--- src/rtl/frame_draw_pkg.sv ---
// Shared types and constants for the frame draw scheduler.
// Source IDs give the fixed per-frame drawing order.
package frame_draw_pkg;

   typedef enum logic [1:0] {
      IDLE,
      CHECK,
      GRANT,
      DONE
   } sched_state_t;

   localparam int SOURCE_SEL_ADDRW_DEF = 2;

   localparam int SRC_BKG       = 0;
   localparam int SRC_STARFIELD = 1;
   localparam int SRC_GSENS_CAL = 2;

endpackage

--- src/rtl/grant_watchdog.sv ---
// Per-grant hang detector: loads on grant, counts down while held.
// expired is high during the last allowed grant cycle.
module grant_watchdog #(
   parameter int TIMEOUT_CYCLES = 400000
) (
   input  logic clk,
   input  logic resetN,
   input  logic clr,
   input  logic load,
   input  logic en,
   output logic expired
);

   localparam int CW = (TIMEOUT_CYCLES > 1) ? $clog2(TIMEOUT_CYCLES) : 1;
   localparam logic [CW-1:0] LOAD_VAL = CW'(TIMEOUT_CYCLES - 1);

   logic [CW-1:0] cnt_q;
   logic [CW-1:0] cnt_d;

   // Next count: clear wins, then load, then decrement without wrapping.
   always_comb begin
      cnt_d = cnt_q;
      if (clr) begin
         cnt_d = '0;
      end else if (load) begin
         cnt_d = LOAD_VAL;
      end else if (en && (cnt_q != '0)) begin
         cnt_d = cnt_q - CW'(1);
      end
   end

   // Counter register with synchronous reset.
   always_ff @(posedge clk) begin
      if (!resetN) begin
         cnt_q <= '0;
      end else begin
         cnt_q <= cnt_d;
      end
   end

   assign expired = en && (cnt_q == '0);

endmodule

--- src/rtl/frame_draw_scheduler.sv ---
// Per-frame write-bus sequencer: grants draw sources in index order,
// reports frame completion, counts overruns and flags hung sources.
module frame_draw_scheduler
   import frame_draw_pkg::*;
#(
   parameter int MAX_WRITE_SOURCE = 2,
   parameter int SOURCE_SEL_ADDRW = SOURCE_SEL_ADDRW_DEF,
   parameter int TIMEOUT_CYCLES   = 400000,
   parameter int OVR_CNT_W        = 8
) (
   input  logic                        clk,
   input  logic                        resetN,
   input  logic                        frame,
   input  logic [MAX_WRITE_SOURCE:0]   src_req,
   input  logic [MAX_WRITE_SOURCE:0]   src_done,
   output logic [MAX_WRITE_SOURCE:0]   src_grant,
   output logic [SOURCE_SEL_ADDRW-1:0] write_source_sel,
   output logic                        sched_busy,
   output logic                        frame_complete,
   output logic                        frame_overrun,
   output logic [OVR_CNT_W-1:0]        overrun_count,
   output logic                        timeout_err
);

   localparam int NSRC  = MAX_WRITE_SOURCE + 1;
   localparam int SEL_W = SOURCE_SEL_ADDRW;
   localparam logic [SEL_W-1:0] LAST_IDX = SEL_W'(MAX_WRITE_SOURCE);

   sched_state_t         state_q, state_d;
   logic [SEL_W-1:0]     cur_idx_q, cur_idx_d;
   logic [NSRC-1:0]      grant_q, grant_d;
   logic [SEL_W-1:0]     sel_q, sel_d;
   logic                 busy_q, busy_d;
   logic                 complete_q, complete_d;
   logic                 overrun_q, overrun_d;
   logic [OVR_CNT_W-1:0] ovr_cnt_q, ovr_cnt_d;
   logic                 timeout_q, timeout_d;

   logic wd_clr;
   logic wd_load;
   logic wd_en;
   logic wd_expired;

   grant_watchdog #(
      .TIMEOUT_CYCLES(TIMEOUT_CYCLES)
   ) u_watchdog (
      .clk    (clk),
      .resetN (resetN),
      .clr    (wd_clr),
      .load   (wd_load),
      .en     (wd_en),
      .expired(wd_expired)
   );

   // Sequencer next-state: overrun restarts the walk, done or hang advances it.
   always_comb begin
      state_d    = state_q;
      cur_idx_d  = cur_idx_q;
      grant_d    = grant_q;
      sel_d      = sel_q;
      busy_d     = busy_q;
      complete_d = complete_q;
      overrun_d  = 1'b0;
      ovr_cnt_d  = ovr_cnt_q;
      timeout_d  = timeout_q;
      wd_clr     = 1'b0;
      wd_load    = 1'b0;
      wd_en      = 1'b0;

      unique case (state_q)
         IDLE, DONE: begin
            if (frame) begin
               state_d    = CHECK;
               cur_idx_d  = '0;
               busy_d     = 1'b1;
               complete_d = 1'b0;
            end
         end

         CHECK, GRANT: begin
            if (frame) begin
               state_d   = CHECK;
               cur_idx_d = '0;
               grant_d   = '0;
               overrun_d = 1'b1;
               wd_clr    = 1'b1;
               if (ovr_cnt_q != '1) begin
                  ovr_cnt_d = ovr_cnt_q + OVR_CNT_W'(1);
               end
            end else if (state_q == CHECK) begin
               if (src_req[cur_idx_q]) begin
                  state_d = GRANT;
                  grant_d = NSRC'(1) << cur_idx_q;
                  sel_d   = cur_idx_q;
                  wd_load = 1'b1;
               end else if (cur_idx_q < LAST_IDX) begin
                  cur_idx_d = cur_idx_q + SEL_W'(1);
               end else begin
                  state_d    = DONE;
                  busy_d     = 1'b0;
                  complete_d = 1'b1;
               end
            end else begin
               wd_en = 1'b1;
               if (src_done[cur_idx_q] || wd_expired) begin
                  grant_d = '0;
                  wd_clr  = 1'b1;
                  if (!src_done[cur_idx_q]) begin
                     timeout_d = 1'b1;
                  end
                  if (cur_idx_q < LAST_IDX) begin
                     state_d   = CHECK;
                     cur_idx_d = cur_idx_q + SEL_W'(1);
                  end else begin
                     state_d    = DONE;
                     busy_d     = 1'b0;
                     complete_d = 1'b1;
                  end
               end
            end
         end

         default: begin
            state_d = IDLE;
         end
      endcase
   end

   // All sequencer state and outputs are registered here.
   always_ff @(posedge clk) begin
      if (!resetN) begin
         state_q    <= IDLE;
         cur_idx_q  <= '0;
         grant_q    <= '0;
         sel_q      <= '0;
         busy_q     <= 1'b0;
         complete_q <= 1'b0;
         overrun_q  <= 1'b0;
         ovr_cnt_q  <= '0;
         timeout_q  <= 1'b0;
      end else begin
         state_q    <= state_d;
         cur_idx_q  <= cur_idx_d;
         grant_q    <= grant_d;
         sel_q      <= sel_d;
         busy_q     <= busy_d;
         complete_q <= complete_d;
         overrun_q  <= overrun_d;
         ovr_cnt_q  <= ovr_cnt_d;
         timeout_q  <= timeout_d;
      end
   end

   assign src_grant        = grant_q;
   assign write_source_sel = sel_q;
   assign sched_busy       = busy_q;
   assign frame_complete   = complete_q;
   assign frame_overrun    = overrun_q;
   assign overrun_count    = ovr_cnt_q;
   assign timeout_err      = timeout_q;

endmodule

--- config.mk ---
export PLATFORM = sky130hd
export DESIGN_NAME = frame_draw_scheduler
export DESIGN_NICKNAME = d
export VERILOG_FILES = /design/src/rtl/frame_draw_pkg.sv /design/src/rtl/grant_watchdog.sv /design/src/rtl/frame_draw_scheduler.sv
export SDC_FILE = /design/constraint.sdc
export NUM_CORES = 1
export LEC_CHECK = 0
export ABC_AREA = 1
export BUFFER_PORTS_ARGS = -buffer_cell sky130_fd_sc_hd__buf_4
export CAP_MARGIN = 20
export CORE_ASPECT_RATIO = 1.75
export CORE_MARGIN = 2
export CORE_UTILIZATION = 45
export CTS_BUF_LIST = sky130_fd_sc_hd__clkbuf_16
export DETAILED_ROUTE_END_ITERATION = 8
export PLACE_DENSITY_LB_ADDON = 0.25
export SETUP_SLACK_MARGIN = 0.15
export SLEW_MARGIN = 20
export SYNTH_ARGS = -nofsm -noshare
export SYNTH_HDL_FRONTEND = slang
export SYNTH_SLANG_ARGS = --single-unit
--- constraint.sdc ---
create_clock -name clk -period 2 [get_ports clk]
set_clock_uncertainty 0.05 [all_clocks]
set_input_delay 0.4 -clock clk [delete_from_list [all_inputs] [get_ports clk]]
set_output_delay 0.4 -clock clk [all_outputs]
set_load 0.02 [all_outputs]
After elaboration in Yosys (flattened, before gate mapping):

Index checks and enable logic that the tools add are counted.

* register bits after elaboration: 40
* logic and storage cells: 104
* input bits: 9
* output and inout port bits: 17

* eq/ne operators: 12
* add/sub/neg operators: 3
* reduce and logical (&&, ||, !) cells: 20
* bitwise operators: 4
* order comparisons: 2
* shift-type cells: 1
* multiplexer cells: 51

Operator list (count)
* 2-to-1 mux 19 bit: 2
* 2-to-1 mux 1 bit: 26
* 2-to-1 mux 2 bit: 13
* logical NOT 19 bit: 1
* nonzero test 19 bit: 1
* subtractor 19 x 1 -> 19 bit, second input constant: 1
* 2-to-1 mux 3 bit: 4
* AND reduction 3 bit: 4
* adder 8 x 1 -> 8 bit, second input constant: 1
* inequality test 4 bit, second input constant: 2
* inequality test 8 bit, second input constant: 1
* one-hot mux 2 bit (2 select lines): 2
* AND reduction 4 bit: 2
* inequality test 3 bit, second input constant: 2
* OR reduction 2 bit: 3
* inequality test 5 bit, second input constant: 1
* AND reduction 5 bit: 1
* binary-select mux 1 bit (select 2 bit): 2
* == test 2 bit, second input constant: 2
* inequality test 2 bit, second input constant: 2
* inverter 1 bit: 4
* one-hot mux 1 bit (2 select lines): 2
* less-than comparator 2 x 3 -> 1 bit, second input constant: 1
* inequality test 3 x 2 -> 1 bit, second input constant: 1
* other kinds (11): 12

Logic depth before layout (Yosys ltp):

Gate-level depths: netlist of run 1.

* word-level depth: 11
* mapped depth: 12
* depth with buffers taken out: 12

Hierarchy:

Synthesis of run 1 repeated with hierarchy kept, for this count alone.

* cell total of the unflattened synthesis: 398
* area total of the unflattened synthesis: 2547.4 um2

Modules (own cells, without submodules)
* frame_draw_scheduler: cells an instance 191, area an instance 1287.5 um2, sequential area each 420.4 um2, times used 1
* grant_watchdog: cells an instance 207, area an instance 1260.0 um2, sequential area each 380.4 um2, times used 1

Least setup slack after synthesis of run 1:

No wires, ideal clock.

* path kind: reg-to-reg
* from: register state_q[1]
* to: register ovr_cnt_q[7], in the netlist overrun_count[7]
* data arrival time: 1.555 ns
* path buffers: 0
* path slack: 0.278 ns
* setup time: 0.117 ns
* data required time: 1.833 ns
* period minus slack after synthesis: 1.722 ns
* cell stages (with the launch flop): 11
* path through: dfxtp_1 inv_1 ha_1 nor2_4 inv_2 a21oi_4 nand2_1 nor2_1 nand3_1 o21ai_1 nor2_1

* cells in the longest elaborated chain, start to end: 3
* elaborated cells between the ends (all ways): 4
* those cells by class: 2 x eq/ne; 2 x reduce/logical

Ends and longest elaborated chain
* from (decl): line frame_draw_scheduler.sv:29 `sched_state_t state_q, state_d;`
* from (signal assigned): line frame_draw_scheduler.sv:142 `state_q <= state_d;`
* == test 2 x 1 -> 1 bit / == test 2 bit (equally long branches): line frame_draw_scheduler.sv:70 `unique case (state_q)`
* OR reduction 2 bit *: line frame_draw_scheduler.sv:70
* AND reduction 3 bit (no source line) *
* to (signal assigned): line frame_draw_scheduler.sv:149 `ovr_cnt_q <= ovr_cnt_d;`
* to (decl): line frame_draw_scheduler.sv:36 `logic [OVR_CNT_W-1:0] ovr_cnt_q, ovr_cnt_d;`

Every way passes the cells marked *; elsewhere a longest branch is shown, timed or not.
A chain may end at the register's enable or synchronous reset.

Worst setup path after layout of run 1:

* from: register u_watchdog.cnt_q[0]
* to: register u_watchdog.cnt_q[14]

* cells in the longest elaborated chain, start to end: 8
* elaborated cells between the ends (all ways): 11
* those cells by class: 1 x add/sub; 4 x mux; 6 x reduce/logical

Ends and longest elaborated chain
* from (decl): line grant_watchdog.sv:17 `logic [CW-1:0] cnt_q;`
* from (signal assigned): line grant_watchdog.sv:37 `cnt_q <= cnt_d;`
* logical NOT 19 bit: line grant_watchdog.sv:41 `assign expired = en && (cnt_q == '0);`
* logical AND 1 bit: line grant_watchdog.sv:41
* logical OR 1 bit: line frame_draw_scheduler.sv:105 `if (src_done[cur_idx_q] || wd_expired) begin`
* 2-to-1 mux 1 bit: line frame_draw_scheduler.sv:105
* 2-to-1 mux 1 bit: line frame_draw_scheduler.sv:90 `end else if (state_q == CHECK) begin`
* 2-to-1 mux 1 bit: line frame_draw_scheduler.sv:81 `if (frame) begin`
* 2-to-1 mux 1 bit: line frame_draw_scheduler.sv:70
* OR reduction 3 bit (no source line)

Several ways; a longest one is shown, not always the timed one.

==> results list, run 1 <==
- Run status: finished with violations
- Violated checks: DRC
- Final Critical Period: 1.77 ns
- Synthesis produced 372 cells.
- For met1 alone, demand over resource in global routing was about a fifth.
- In this run the most used layer during global routing was met2.
* Max Cap Viol: 0
* Yosys warnings: 0
* DIE AREA: between 6000 and 7000 um^2
* Max-slew violations: 0
* Vertical die dimension: 103 um
- Worst-path clk slew: 0.06 ns
* Ys flop type: sky130_fd_sc_hd__dfxtp_1
- Count of input and output buffers: 25
- After detailed routing, the average wire length per cell comes to 12.7 um.
- In this run the remaining antenna-violating nets after routing total 0.
- In this run the worst hold path is classified as flip-flop to flip-flop.
- The first routing iteration left between 60 and 70 violations.
- Dividing the synthesized area by the synthesized cell count gives 6.78 um^2.
* Number of buffers inserted during clock tree synthesis: 5
- The cell family contributing the most delay on the critical path is simple AND/OR/NAND/NOR gates.
* Sort of element at the start of the critical path: flip-flop
- Total congestion overflow after global routing: 0
* Worst slew pin tran: 0.328 ns
* Netlist area before placement: about 2500 um^2
- Final estimated routing congestion in global placement: 0.887
- Met3 global-route usage: roughly 3%
* Share of synthesized flip-flops with an asynchronous set or reset: 0%
* Maximum fanout along the worst path: 7
- Max H-tree Level: 2
- Across all layers, the routed design uses 2408 vias.
* Final TNS setup: 0 ns
- HPWL after detailed placement: 4.46 mm
* Number of synthesized flops with an enable pin: 0
- Via count of the first global-routing pass: 2153
- Counting both buffers and inverters, the worst setup path holds a total of 2.
- Global-route total usage across every layer: approximately 20%
- In this run the count of I/O pins placed on the die edge is 26.
- The first TritonRoute pass finished after 8 iterations.
* TritonCTS Sinks: 40
- The library cell used most frequently in the layout, excluding fill and tap cells, is sky130_fd_sc_hd__nor2_1.
* Synthesis-stage register bit count: 40
* Initial core utilization: between 40 and 50%
* Post-DR vias/cell: 4.98
* Number of remaining DRC errors: 1
- 0 antenna diodes ended up in the layout.
- Synth cell types: 36
* Required time of the worst setup path: 2.18 ns
- Final Hold Viols: 0
- Clk_lat worst skew: between 0.2 and 0.3 ns
- The largest single stage delay on the critical path is around 0.37 ns.
- The filler cells instantiated in the layout total 565.
- Share of post-route cells with drive strength above 1: 22.1%
- Data arrives at the worst endpoint at between 1.5 and 2 ns.
- Entering global routing, the biggest net connects 20 pins.
* Routed Wire Length: 6.14 mm
- Cell-by-cell trace of the critical path: inv_4, ha_1, nand2_1, nor2_4, buf_4, nand4_4, nand2_4, a21oi_4, nand3_4, nor2_1
- The top cell types in the final layout, fill and taps aside, are 76 x sky130_fd_sc_hd__nor2_1, 74 x sky130_fd_sc_hd__nand2_1, 39 x sky130_fd_sc_hd__inv_1, 39 x sky130_fd_sc_hd__dfxtp_1, 33 x sky130_fd_sc_hd__buf_4.
- Slowest cell on the critical path: sky130_fd_sc_hd__dfxtp_4
- Final critical-path share of the clock period: 88.4%
- After floorplanning, the core was sized to cover 5500 um^2.
- Type of element capturing the critical path: flip-flop
- The floorplan has 36 rows.
- Met2 track utilization from global routing: 39.5%
* Number of buffers on the longest clock path: 2
- Area overhead of the layout relative to synthesis: 22.8%
- Global-route wire length before repair: around 9.4 mm
- The setup path with the least slack is of type flip-flop to flip-flop.
- The number of nets handed over by synthesis was 390.
- Count of nets after finishing: 425
- Hold repair after CTS inserted 0 buffers.
- Headroom to the max-slew limit came out at 78.0%.
- Setup repair after global routing missed its margin: no
* Clk Tree Root Cell: sky130_fd_sc_hd__clkbuf_16
* Die X-Extent: 60.6 um
- The number of antenna violations at the first check in global routing is 0.
* Highest Clock Rate: 566 MHz
- Finish-stage setup viols: 0
* CTS tree: done
- Proportion of synthesized chip area in sequential cells: about a third
[per-stage QoR]
| step | std cells | hold WS, ns | setup WS (ns) | area [um^2] | util (%) |
|---|---|---|---|---|---|
| global placement | 470 | 0.395 | 0.162 | 2780 | 50.6 |
| global route | 484 | 0.434 | 0.144 | 3100 | 56.4 |
| detailed placement | 470 | 0.399 | 0.141 | 2780 | 50.6 |
| CTS | 478 | 0.404 | 0.153 | 2960 | 53.9 |
| finish | 484 | 0.413 | 0.232 | 3100 | 56.4 |
| floorplan | 372 | 0.402 | 0.278 | 2520 | - |
[synth_stat cells, types with 3 or more instances]
cell type                 instances  area share (%)
sky130_fd_sc_hd__o21ai_0         15             3.0
sky130_fd_sc_hd__inv_1           41             6.1
sky130_fd_sc_hd__nand2_1         76              11
sky130_fd_sc_hd__nand2_4          4             1.8
sky130_fd_sc_hd__nand2_2          3            0.74
sky130_fd_sc_hd__ha_1             9             4.5
sky130_fd_sc_hd__nor2_2           7             1.7
sky130_fd_sc_hd__inv_2            5            0.74
sky130_fd_sc_hd__nor2_4           4             1.8
sky130_fd_sc_hd__nor2_1          79              12
sky130_fd_sc_hd__nand3_1         17             3.4
sky130_fd_sc_hd__nand4_1          5             1.2
sky130_fd_sc_hd__buf_6            3             1.3
sky130_fd_sc_hd__o21ai_1          4            0.79
sky130_fd_sc_hd__xor2_1          13             4.5
sky130_fd_sc_hd__a21oi_1         19             3.8
sky130_fd_sc_hd__dfxtp_1         40              32
[cell type report]
type | count | area [um^2] | area share (%)
multi-input cells | 278 | 1580 | 50.8
flip-flops and latches | 40 | 805 | 26.0
repair buffers | 33 | 248 | 8.00
inverters | 49 | 203 | 6.54
clock buffers | 5 | 125 | 4.04
well taps | 76 | 95.1 | 3.07
clock inverters | 3 | 47.5 | 1.53
[metal layers]
metal,vias to the layer above,wire [um]
met5,-,0
met1,1099,2210
met4,0,243
li1,1245,-
met2,45,3540
met3,19,150
[kinds of logic after synthesis]
family | count (synthesis) | synth area share, %
simple gates | 202 | 36.4
buf+inv | 56 | 9.72
compound gates | 50 | 12.5
flops | 40 | 31.7
xor+xnor | 15 | 5.21
fa+ha+maj | 9 | 4.46
[state kept, by name, summed over array words and instances, names as in the netlist]
signal,flops
frame_overrun,1
state_q,2
write_source_sel,2
cur_idx_q,2
sched_busy,1
u_watchdog.cnt_q,19
src_grant,3
timeout_err,1
overrun_count,8
frame_complete,1
[what timing repair did]
| item | 4_1_cts | 5_1_grt |
|---|---|---|
| setup buffers | 0 | 4 |
| pin swaps | 0 | 4 |
| endpoints found under the setup margin | 5 | 32 |
| gates cloned | 0 | 2 |
| resized for setup | 3 | 21 |
| endpoints found under the hold margin | 0 | 0 |
[path summary, 6_finish.rpt]
path | startpoint | end | slack [ns] | cells after the start
worst max-delay path | u_watchdog.cnt_q[0]$_SDFFE_PP0P_ | u_watchdog.cnt_q[14]$_SDFFE_PP0P_ | 0.23 | 10
worst min register to register | frame_complete$_SDFFE_PN0P_ | frame_complete$_SDFFE_PN0P_ | 0.41 | 2
worst min-delay path | frame_complete$_SDFFE_PN0P_ | frame_complete$_SDFFE_PN0P_ | 0.41 | 2
worst max register to register | u_watchdog.cnt_q[0]$_SDFFE_PP0P_ | u_watchdog.cnt_q[14]$_SDFFE_PP0P_ | 0.23 | 10
[worst reg2reg max path: stages (launching register included)]
cell and delay, ns:
sky130_fd_sc_hd__dfxtp_4 0.37, sky130_fd_sc_hd__inv_4 0.06, sky130_fd_sc_hd__ha_1 0.19, sky130_fd_sc_hd__nand2_1 0.11, sky130_fd_sc_hd__nor2_4 0.06, sky130_fd_sc_hd__buf_4 0.13, sky130_fd_sc_hd__nand4_4 0.12, sky130_fd_sc_hd__nand2_4 0.07
sky130_fd_sc_hd__a21oi_4 0.27, sky130_fd_sc_hd__nand3_4 0.16, sky130_fd_sc_hd__nor2_1 0.12
Power of run 1 is left out: the tool's default activity adds up to more than one toggle a clock period on the data nets, which glitch-free logic cannot reach.
==> inputs of run 2 (changes only) <==
--- a/config.mk
+++ b/config.mk
@@ -14,8 +14,10 @@
 export CTS_BUF_LIST = sky130_fd_sc_hd__clkbuf_16
 export DETAILED_ROUTE_END_ITERATION = 8
 export PLACE_DENSITY_LB_ADDON = 0.25
+export RECOVER_POWER = 25
 export SETUP_SLACK_MARGIN = 0.15
 export SLEW_MARGIN = 20
 export SYNTH_ARGS = -nofsm -noshare
 export SYNTH_HDL_FRONTEND = slang
+export SYNTH_HIERARCHICAL = 1
 export SYNTH_SLANG_ARGS = --single-unit
==> results list, run 2 <==
* Run status: finished, final reports clean
* Sort of element at the start of the critical path: flip-flop
- At the end of the flow the core is filled with cells to 59.0%.
- Maximum number of pins on one net before global-route repair: 17
- Synthesis-stage register bit count: 40
- Once the floorplan was initialized, standard cells occupied ~46% of the core.
- For this design, the CTS-stage hold fixing added 0 buffers.
* Kind of critical path: flip-flop to flip-flop
* Drt wl/cell: 12.2 um
- Clk_lat worst skew: 0.29 ns
* Number of remaining DRC errors: 0
- Registers take ~810 um^2.
* Total congestion overflow after global routing: 0
* Highest Clock Rate: 540 MHz
- The tool flagged a number of max-cap violations equal to 0.
* Clk Tree Root Cell: sky130_fd_sc_hd__clkbuf_16
- TritonCTS Sinks: 40
- The max-slew violation count came to 0.
- Synthesized netlist net count: 414
- Worst slew pin tran: 0.343 ns
- Top-count cell post-synth: sky130_fd_sc_hd__nand2_1
- Proportion of synthesized chip area in sequential cells: 31.4%
- The number of cells on the worst reg-to-reg path is 12.
- Yosys mapped a number of flops with a built-in enable equal to 0.
- At the end of routability-driven placement, the weighted congestion stood at a little over 0.9.
- Count of routing violations after the opening detailed-route iteration: 79
- Vias after detailed routing: 2636
- Global-route wire length before repair: about 11 mm
- Post-DR vias/cell: 5.01
* Final Hold Viols: 0
* Count of input and output buffers: 25
- Num rows: 36
- Max H-tree Level: 2
- Counting distinct cell types in the post-synthesis netlist gives 30.
- Routed Wire Length: 6.40 mm
- Total buffers and inverters traversed by the critical path: 4
- Number of diodes: 0
- Post-synthesis cell count: 398
* Netlist area before placement: 2550 um^2
- Worst path depth: 12
- Syn avg cell area: roughly 6.4 um^2
- Ranked by instance count, the synthesized netlist is headed by 93 x sky130_fd_sc_hd__nand2_1, 69 x sky130_fd_sc_hd__nor2_1, 52 x sky130_fd_sc_hd__inv_1, 40 x sky130_fd_sc_hd__dfxtp_1, 23 x sky130_fd_sc_hd__nand3_1.
- The pre-antenna-repair detailed-routing pass consisted of 4 iterations.
* Top Family by Delay on Critical Path: simple AND/OR/NAND/NOR gates
* Required time of the worst setup path: 2.12 ns
* Share of synthesized flip-flops with an asynchronous set or reset: 0%
- Worst R2R Start: state_q[0]$_SDFFE_PN0P_
- STA classifies the critical path endpoint as a flip-flop.
- In this run the remaining antenna-violating nets after routing total 0.
* Min-delay worst type: input pin to flip-flop
- Startpoint of the most critical hold path: resetN
- Terminating pin of the worst hold path: state_q[1]$_SDFFE_PN0P_
* FILL cells: 541
* Setup repair after global routing missed its margin: yes
- The worst hold path was traced through 3 stages.
- Core region area: 5500 um^2
- Final WS setup: approximately 0.15 ns
- TritonCTS built the clock tree.
* Ys flop type: sky130_fd_sc_hd__dfxtp_1
- sky130_fd_sc_hd__dfxtp_1 takes more of the synthesized area than any other cell.
- Antenna violations before repair: 0
- The worst register-to-register path ends at u_watchdog/cnt_q[0]$_SDFFE_PP0P_.
* Global-route total usage across every layer: between 20% and 30%
- Measured along the y axis, the die boundary spans between 100 and 150 um.
- The number of clock buffers added by TritonCTS is 5.
* Die X-Extent: 60.9 um
- Commonest non-fill, non-tap cell in the layout: sky130_fd_sc_hd__nand2_1
- Number of buffers on the longest clock path: 2
* HPWL after detailed placement: 4.86 mm
- u_watchdog/cnt_q holds more flip-flops than any other register.
* Slowest cell on the critical path: sky130_fd_sc_hd__dfxtp_1
* Worst stage delay on the critical path: ~0.39 ns
- Cell-by-cell trace of the critical path: ha_4, nor2_4, inv_2, nor2_4, inv_4, nor2_4, nor2_4, o31ai_2, nor2_2, inv_2, buf_4, a21oi_1
* Maximum fanout along the worst path: 5
- The die covers ~6300 um^2.
* Final critical-path share of the clock period: 92.6%
- Post-place setup slack: 0.00955 ns
- The top cell types in the final layout, fill and taps aside, are 90 x sky130_fd_sc_hd__nand2_1, 60 x sky130_fd_sc_hd__nor2_1, 43 x sky130_fd_sc_hd__inv_1.
* Share of post-route cells with drive strength above 1: 25.6%
- Max FFs per register: 19
* Area occupied by multi-input gates: ~1600 um^2
- Count of nets after finishing: approximately 470
- Flop-to-flop setup slack: 0.15 ns
- Final Critical Period: 1.85 ns
- Cell types with the largest area share after synthesis: sky130_fd_sc_hd__dfxtp_1 31%, sky130_fd_sc_hd__nand2_1 14%, sky130_fd_sc_hd__nor2_1 10%
- Worst Path Arrival: 1.98 ns
- After clock tree synthesis, the clock-pin slew on the worst setup and hold paths is 0.06 ns.
* Count of boundary I/O pins: 26
- Setup violations remaining at the end of the flow were counted as 0.
* Area share of the largest cell type after synthesis: 31.4%
* Yosys warnings: 6
- Worst relative slew slack: between 70% and 80%
- Dominant cell type by count on the critical path: sky130_fd_sc_hd__nor2_4
- The number of global-route vias before repair was 2663.
* Area overhead of the layout relative to synthesis: 27.2%
==> run 2: cell types whose count changed in the layout (fill, tap and decap cells not counted), sizes merged, moves of 3 or more <==
| cell | previous run | this run |
|---|---|---|
| inv | 47 | 61 |
| xor2 | 13 | 6 |
| clkbuf | 5 | 18 |
| buf | 33 | 39 |
| nand4 | 6 | 10 |
| nand2 | 85 | 104 |
| nand3b | 0 | 3 |
| o21ai | 21 | 16 |
| nand3 | 19 | 27 |
| nor2 | 90 | 81 |
| nor3 | 1 | 4 |
==> run 2: through the flow <==
step | TNS (ns) | instances | cell area, um^2 | hold slack, ns
global route | 0 | 526 | 3240 | 0.405
global placement | 0 | 507 | 2940 | 0.398
finish | 0 | 526 | 3240 | 0.387
detailed placement | 0 | 507 | 2940 | 0.407
floorplan | -1.98 | 398 | 2610 | 0.391
CTS | 0 | 523 | 3210 | 0.387
==> run 2: worst max path at each step <==
stage                                                 from                                 to
after floorplan                    state_q[1]$_SDFFE_PN0P_  u_watchdog/cnt_q[10]$_SDFFE_PP0P_
after global placement             state_q[1]$_SDFFE_PN0P_   u_watchdog/cnt_q[7]$_SDFFE_PP0P_
after detailed placement           state_q[1]$_SDFFE_PN0P_  u_watchdog/cnt_q[10]$_SDFFE_PP0P_
after CTS                 u_watchdog/cnt_q[1]$_SDFFE_PP0P_   u_watchdog/cnt_q[8]$_SDFFE_PP0P_
after global routing      u_watchdog/cnt_q[1]$_SDFFE_PP0P_  u_watchdog/cnt_q[13]$_SDFFE_PP0P_
final                              state_q[0]$_SDFFE_PN0P_   u_watchdog/cnt_q[0]$_SDFFE_PP0P_
==> run 2: final cells by class <==
cell class / instances / share of cell area, %
multi-input cells: 287 / 48.6
flip-flops and latches: 40 / 24.9
repair buffers: 52 / 10.5
inverters: 62 / 7.53
clock buffers: 5 / 3.86
well taps: 76 / 2.93
clock inverters: 3 / 1.47
repair inverters: 1 / 0.232
==> run 2: per-layer routing <==
metal / global-route usage, % / vias up / wire length (um)
met3: 4.99 / 28 / 178
met5: 0 / - / 0
met1: 21.1 / 1225 / 2270
met4: 15.2 / 0 / 313
li1: - / 1342 / -
met2: 40.2 / 41 / 3640
==> run 2: cells by family after synthesis <==
kind of cell	Yosys count	synth area share [%]
and+or+nand+nor	229	41.8
buffers and inverters	71	11.6
AOI/OAI and AO/OA	42	8.55
DFF	40	31.4
xor gates and xnor gates	9	3.09
adders and majority gates	7	3.44
==> run 2: timing repair <==
action,4_1_cts,5_1_grt
pin swaps,7,7
buffers inserted,7,3
endpoints found under the setup margin,22,26
gates resized for setup,11,18
gates cloned,1,0
==> run 2: worst min-delay path, cell delays in order <==
cell	delay (ns)
sky130_fd_sc_hd__buf_4	0.18
sky130_fd_sc_hd__nand2_1	0.08
sky130_fd_sc_hd__nor2_1	0.03
Power of run 2 is left out for the same reason.
==> inputs of run 3 (changes only) <==
--- a/config.mk
+++ b/config.mk
@@ -8,12 +8,12 @@
 export ABC_AREA = 1
 export BUFFER_PORTS_ARGS = -buffer_cell sky130_fd_sc_hd__buf_4
 export CAP_MARGIN = 20
-export CORE_ASPECT_RATIO = 1.75
+export CORE_ASPECT_RATIO = 0.7
 export CORE_MARGIN = 2
 export CORE_UTILIZATION = 45
 export CTS_BUF_LIST = sky130_fd_sc_hd__clkbuf_16
 export DETAILED_ROUTE_END_ITERATION = 8
-export PLACE_DENSITY_LB_ADDON = 0.25
+export PLACE_DENSITY = 0.6
 export RECOVER_POWER = 25
 export SETUP_SLACK_MARGIN = 0.15
 export SLEW_MARGIN = 20
==> results list, run 3 (same netlist as run 2, synthesis figures left out) <==
- Run status: finished, final reports clean
* TritonCTS Sinks: 40
- In the final layout, the share of cells above drive strength 1 is 26.8%.
* Max H-tree Level: 2
- Dominant cell type by count on the critical path: sky130_fd_sc_hd__nor2_4
- Count of routing violations after the opening detailed-route iteration: 149
- Maximum fanout along the worst path: 4
- In the layout the commonest cells are 91 x sky130_fd_sc_hd__nand2_1, 61 x sky130_fd_sc_hd__nor2_1, 43 x sky130_fd_sc_hd__inv_1, 43 x sky130_fd_sc_hd__buf_4, 36 x sky130_fd_sc_hd__dfxtp_1.
- First-pass iteration count of the detailed router: 5
- The floorplan has 22 rows.
- Terminating pin of the worst hold path: state_q[1]$_SDFFE_PN0P_
* Max Cap Viol: 0
- In the routed design, unresolved DRC markers number 0.
- At the end of routability-driven placement, the weighted congestion stood at just under 0.9.
- Max FFs per register: 19
- Final Core Density: 61.5%
* Kind of critical path: flip-flop to flip-flop
* Depth of the worst register-to-register path: 13
- In this run the deepest clock path goes through 2 buffers.
- Relative to the synthesized area, the layout overhead comes to 28.8%.
- The worst hold path passes through 3 cells.
* Count of input and output buffers: 25
* Sort of element at the start of the critical path: flip-flop
* Hold Worst Slack: 0.391 ns
- The number of antenna violations at the first check in global routing is 0.
* Flop-to-flop setup slack: 0.08 ns
- Worst path depth: 13
- Data on the critical path is required at its endpoint by 2.12 ns.
- Initial core utilization: 47.7%
* Worst-path clk slew: about 0.060 ns
- The core region is approximately 5300 um^2.
- CTS placed an instance of sky130_fd_sc_hd__clkbuf_16 at the clock tree root.
* Worst slew pin tran: approximately 0.33 ns
* Final Hold Viols: 0
* Worst relative slew slack: 77.9%
- The number of global-route vias before repair is approximately 2400.
* Top Family by Delay on Critical Path: simple AND/OR/NAND/NOR gates
* Setup repair after global routing missed its margin: yes
* Commonest non-fill, non-tap cell in the layout: sky130_fd_sc_hd__nand2_1
* Vertical die dimension: 67.0 um
- The signal on the critical path passes through inv_1, ha_4, nor2_4, inv_2, nor2_4, inv_4, nor2_4, nor2_4, o31ai_4, nor2_2, inv_2, buf_4, a21oi_1.
- Total congestion overflow after global routing: 0
* Drt wl/cell: 12.5 um
- Slowest cell on the critical path: sky130_fd_sc_hd__dfxtp_2
- For the finished layout, the period the worst path requires is 1.92 ns.
* CTS tree: done
- Count of nets after finishing: 466
- Entering global routing, the biggest net connects 17 pins.
- Startpoint of the most critical hold path: resetN
- The layout has approximately 510 filler cells.
* Worst R2R Start: state_q[1]$_SDFFE_PN0P_
- Across all layers, the routed design uses 2582 vias.
- STA classifies the critical path endpoint as a flip-flop.
- Global-route wire length before repair: 11.0 mm
- The floorplan step defined a die boundary enclosing roughly 6300 um^2.
- Min-delay worst type: input pin to flip-flop
- Setup violations remaining at the end of the flow were counted as 0.
- For this design, the CTS-stage hold fixing added 0 buffers.
* Max-slew violations: 0
* Highest Clock Rate: 520 MHz
* Total buffers and inverters traversed by the critical path: 5
- Global-route total usage across every layer: 22.6%
- Adding up every negative setup slack in the final design gives 0 ns.
- Clock latency on the worst-skew pair, taken at its later pin, is 0.29 ns.
- Wires add up to 6.55 mm.
- Final critical-path share of the clock period: 96.1%
- In this design, the stage delay of the slowest critical-path cell is 0.33 ns.
- Count of boundary I/O pins: 26
- Post-DR vias/cell: 4.94
- The count of nets left with antenna violations once routing finished came out at 0.
- The repair_antennas step left the layout with diodes totalling 0.
- Die X-Extent: 93.9 um
- STA puts the critical path data arrival time at 2.05 ns.
- Worst reg2reg path endpoint: u_watchdog/cnt_q[0]$_SDFFE_PP0P_
- Counting flops per register, the top entry is u_watchdog/cnt_q.
- Number of buffers inserted during clock tree synthesis: 5
- HPWL after detailed placement: 4.77 mm
run 3: cell type report:
class | instances | area (um^2) | share of cell area [%]
Timing Repair Buffer | 54 | 372 | 11.3
Multi-Input combinational cell | 287 | 1600 | 48.6
Clock buffer | 5 | 125 | 3.81
Clock inverter | 3 | 46.3 | 1.41
Tap cell | 72 | 90.1 | 2.74
Inverter | 62 | 246 | 7.51
Sequential cell | 40 | 806 | 24.6
run 3: worst max-delay path by stage:
stage | endpoint | slack, ns | from
6_report | u_watchdog/cnt_q[0]$_SDFFE_PP0P_ | 0.08 | state_q[1]$_SDFFE_PN0P_
5_1_grt | u_watchdog/cnt_q[10]$_SDFFE_PP0P_ | -0.06 | u_watchdog/cnt_q[14]$_SDFFE_PP0P_
4_1_cts | u_watchdog/cnt_q[0]$_SDFFE_PP0P_ | 0.14 | u_watchdog/cnt_q[1]$_SDFFE_PP0P_
3_5_place_dp | u_watchdog/cnt_q[6]$_SDFFE_PP0P_ | -0.02 | state_q[1]$_SDFFE_PN0P_
3_3_place_gp | u_watchdog/cnt_q[6]$_SDFFE_PP0P_ | 0.02 | state_q[1]$_SDFFE_PN0P_
2_1_floorplan | u_watchdog/cnt_q[10]$_SDFFE_PP0P_ | -0.20 | state_q[1]$_SDFFE_PN0P_
run 3: worst reg2reg max path, stage by stage (launching register included):
cell                      delay (ns)
sky130_fd_sc_hd__dfxtp_2        0.33
sky130_fd_sc_hd__inv_1          0.06
sky130_fd_sc_hd__ha_4           0.26
sky130_fd_sc_hd__nor2_4         0.10
sky130_fd_sc_hd__inv_2          0.06
sky130_fd_sc_hd__nor2_4         0.11
sky130_fd_sc_hd__inv_4          0.04
sky130_fd_sc_hd__nor2_4         0.13
sky130_fd_sc_hd__nor2_4         0.07
sky130_fd_sc_hd__o31ai_4        0.23
sky130_fd_sc_hd__nor2_2         0.06
sky130_fd_sc_hd__inv_2          0.12
sky130_fd_sc_hd__buf_4          0.15
sky130_fd_sc_hd__a21oi_1        0.04
run 3: through the flow:
step	cells	worst slack (ns)	instance area, um^2
after floorplan	398	-0.201	2610
after global placement	501	0.0175	2920
after detailed placement	501	-0.0172	2920
after CTS	517	0.143	3190
after global routing	523	-0.0618	3280
final	523	0.0783	3280
run 3: timing repair:
action	4_1_cts	5_1_grt
endpoints found under the setup margin	21	27
gates resized for setup	13	21
buffers inserted	8	6
pin swaps	8	11
run 3: metal layers:
metal  wire [um]  part of all wire, %  global-route usage [%]
met5           0                    0                       0
met4          65                 0.99                    5.62
met3         440                  6.7                    4.98
met2        2520                   38                    32.1
met1        3530                   54                    34.1
Power of run 3 is left out for the same reason.
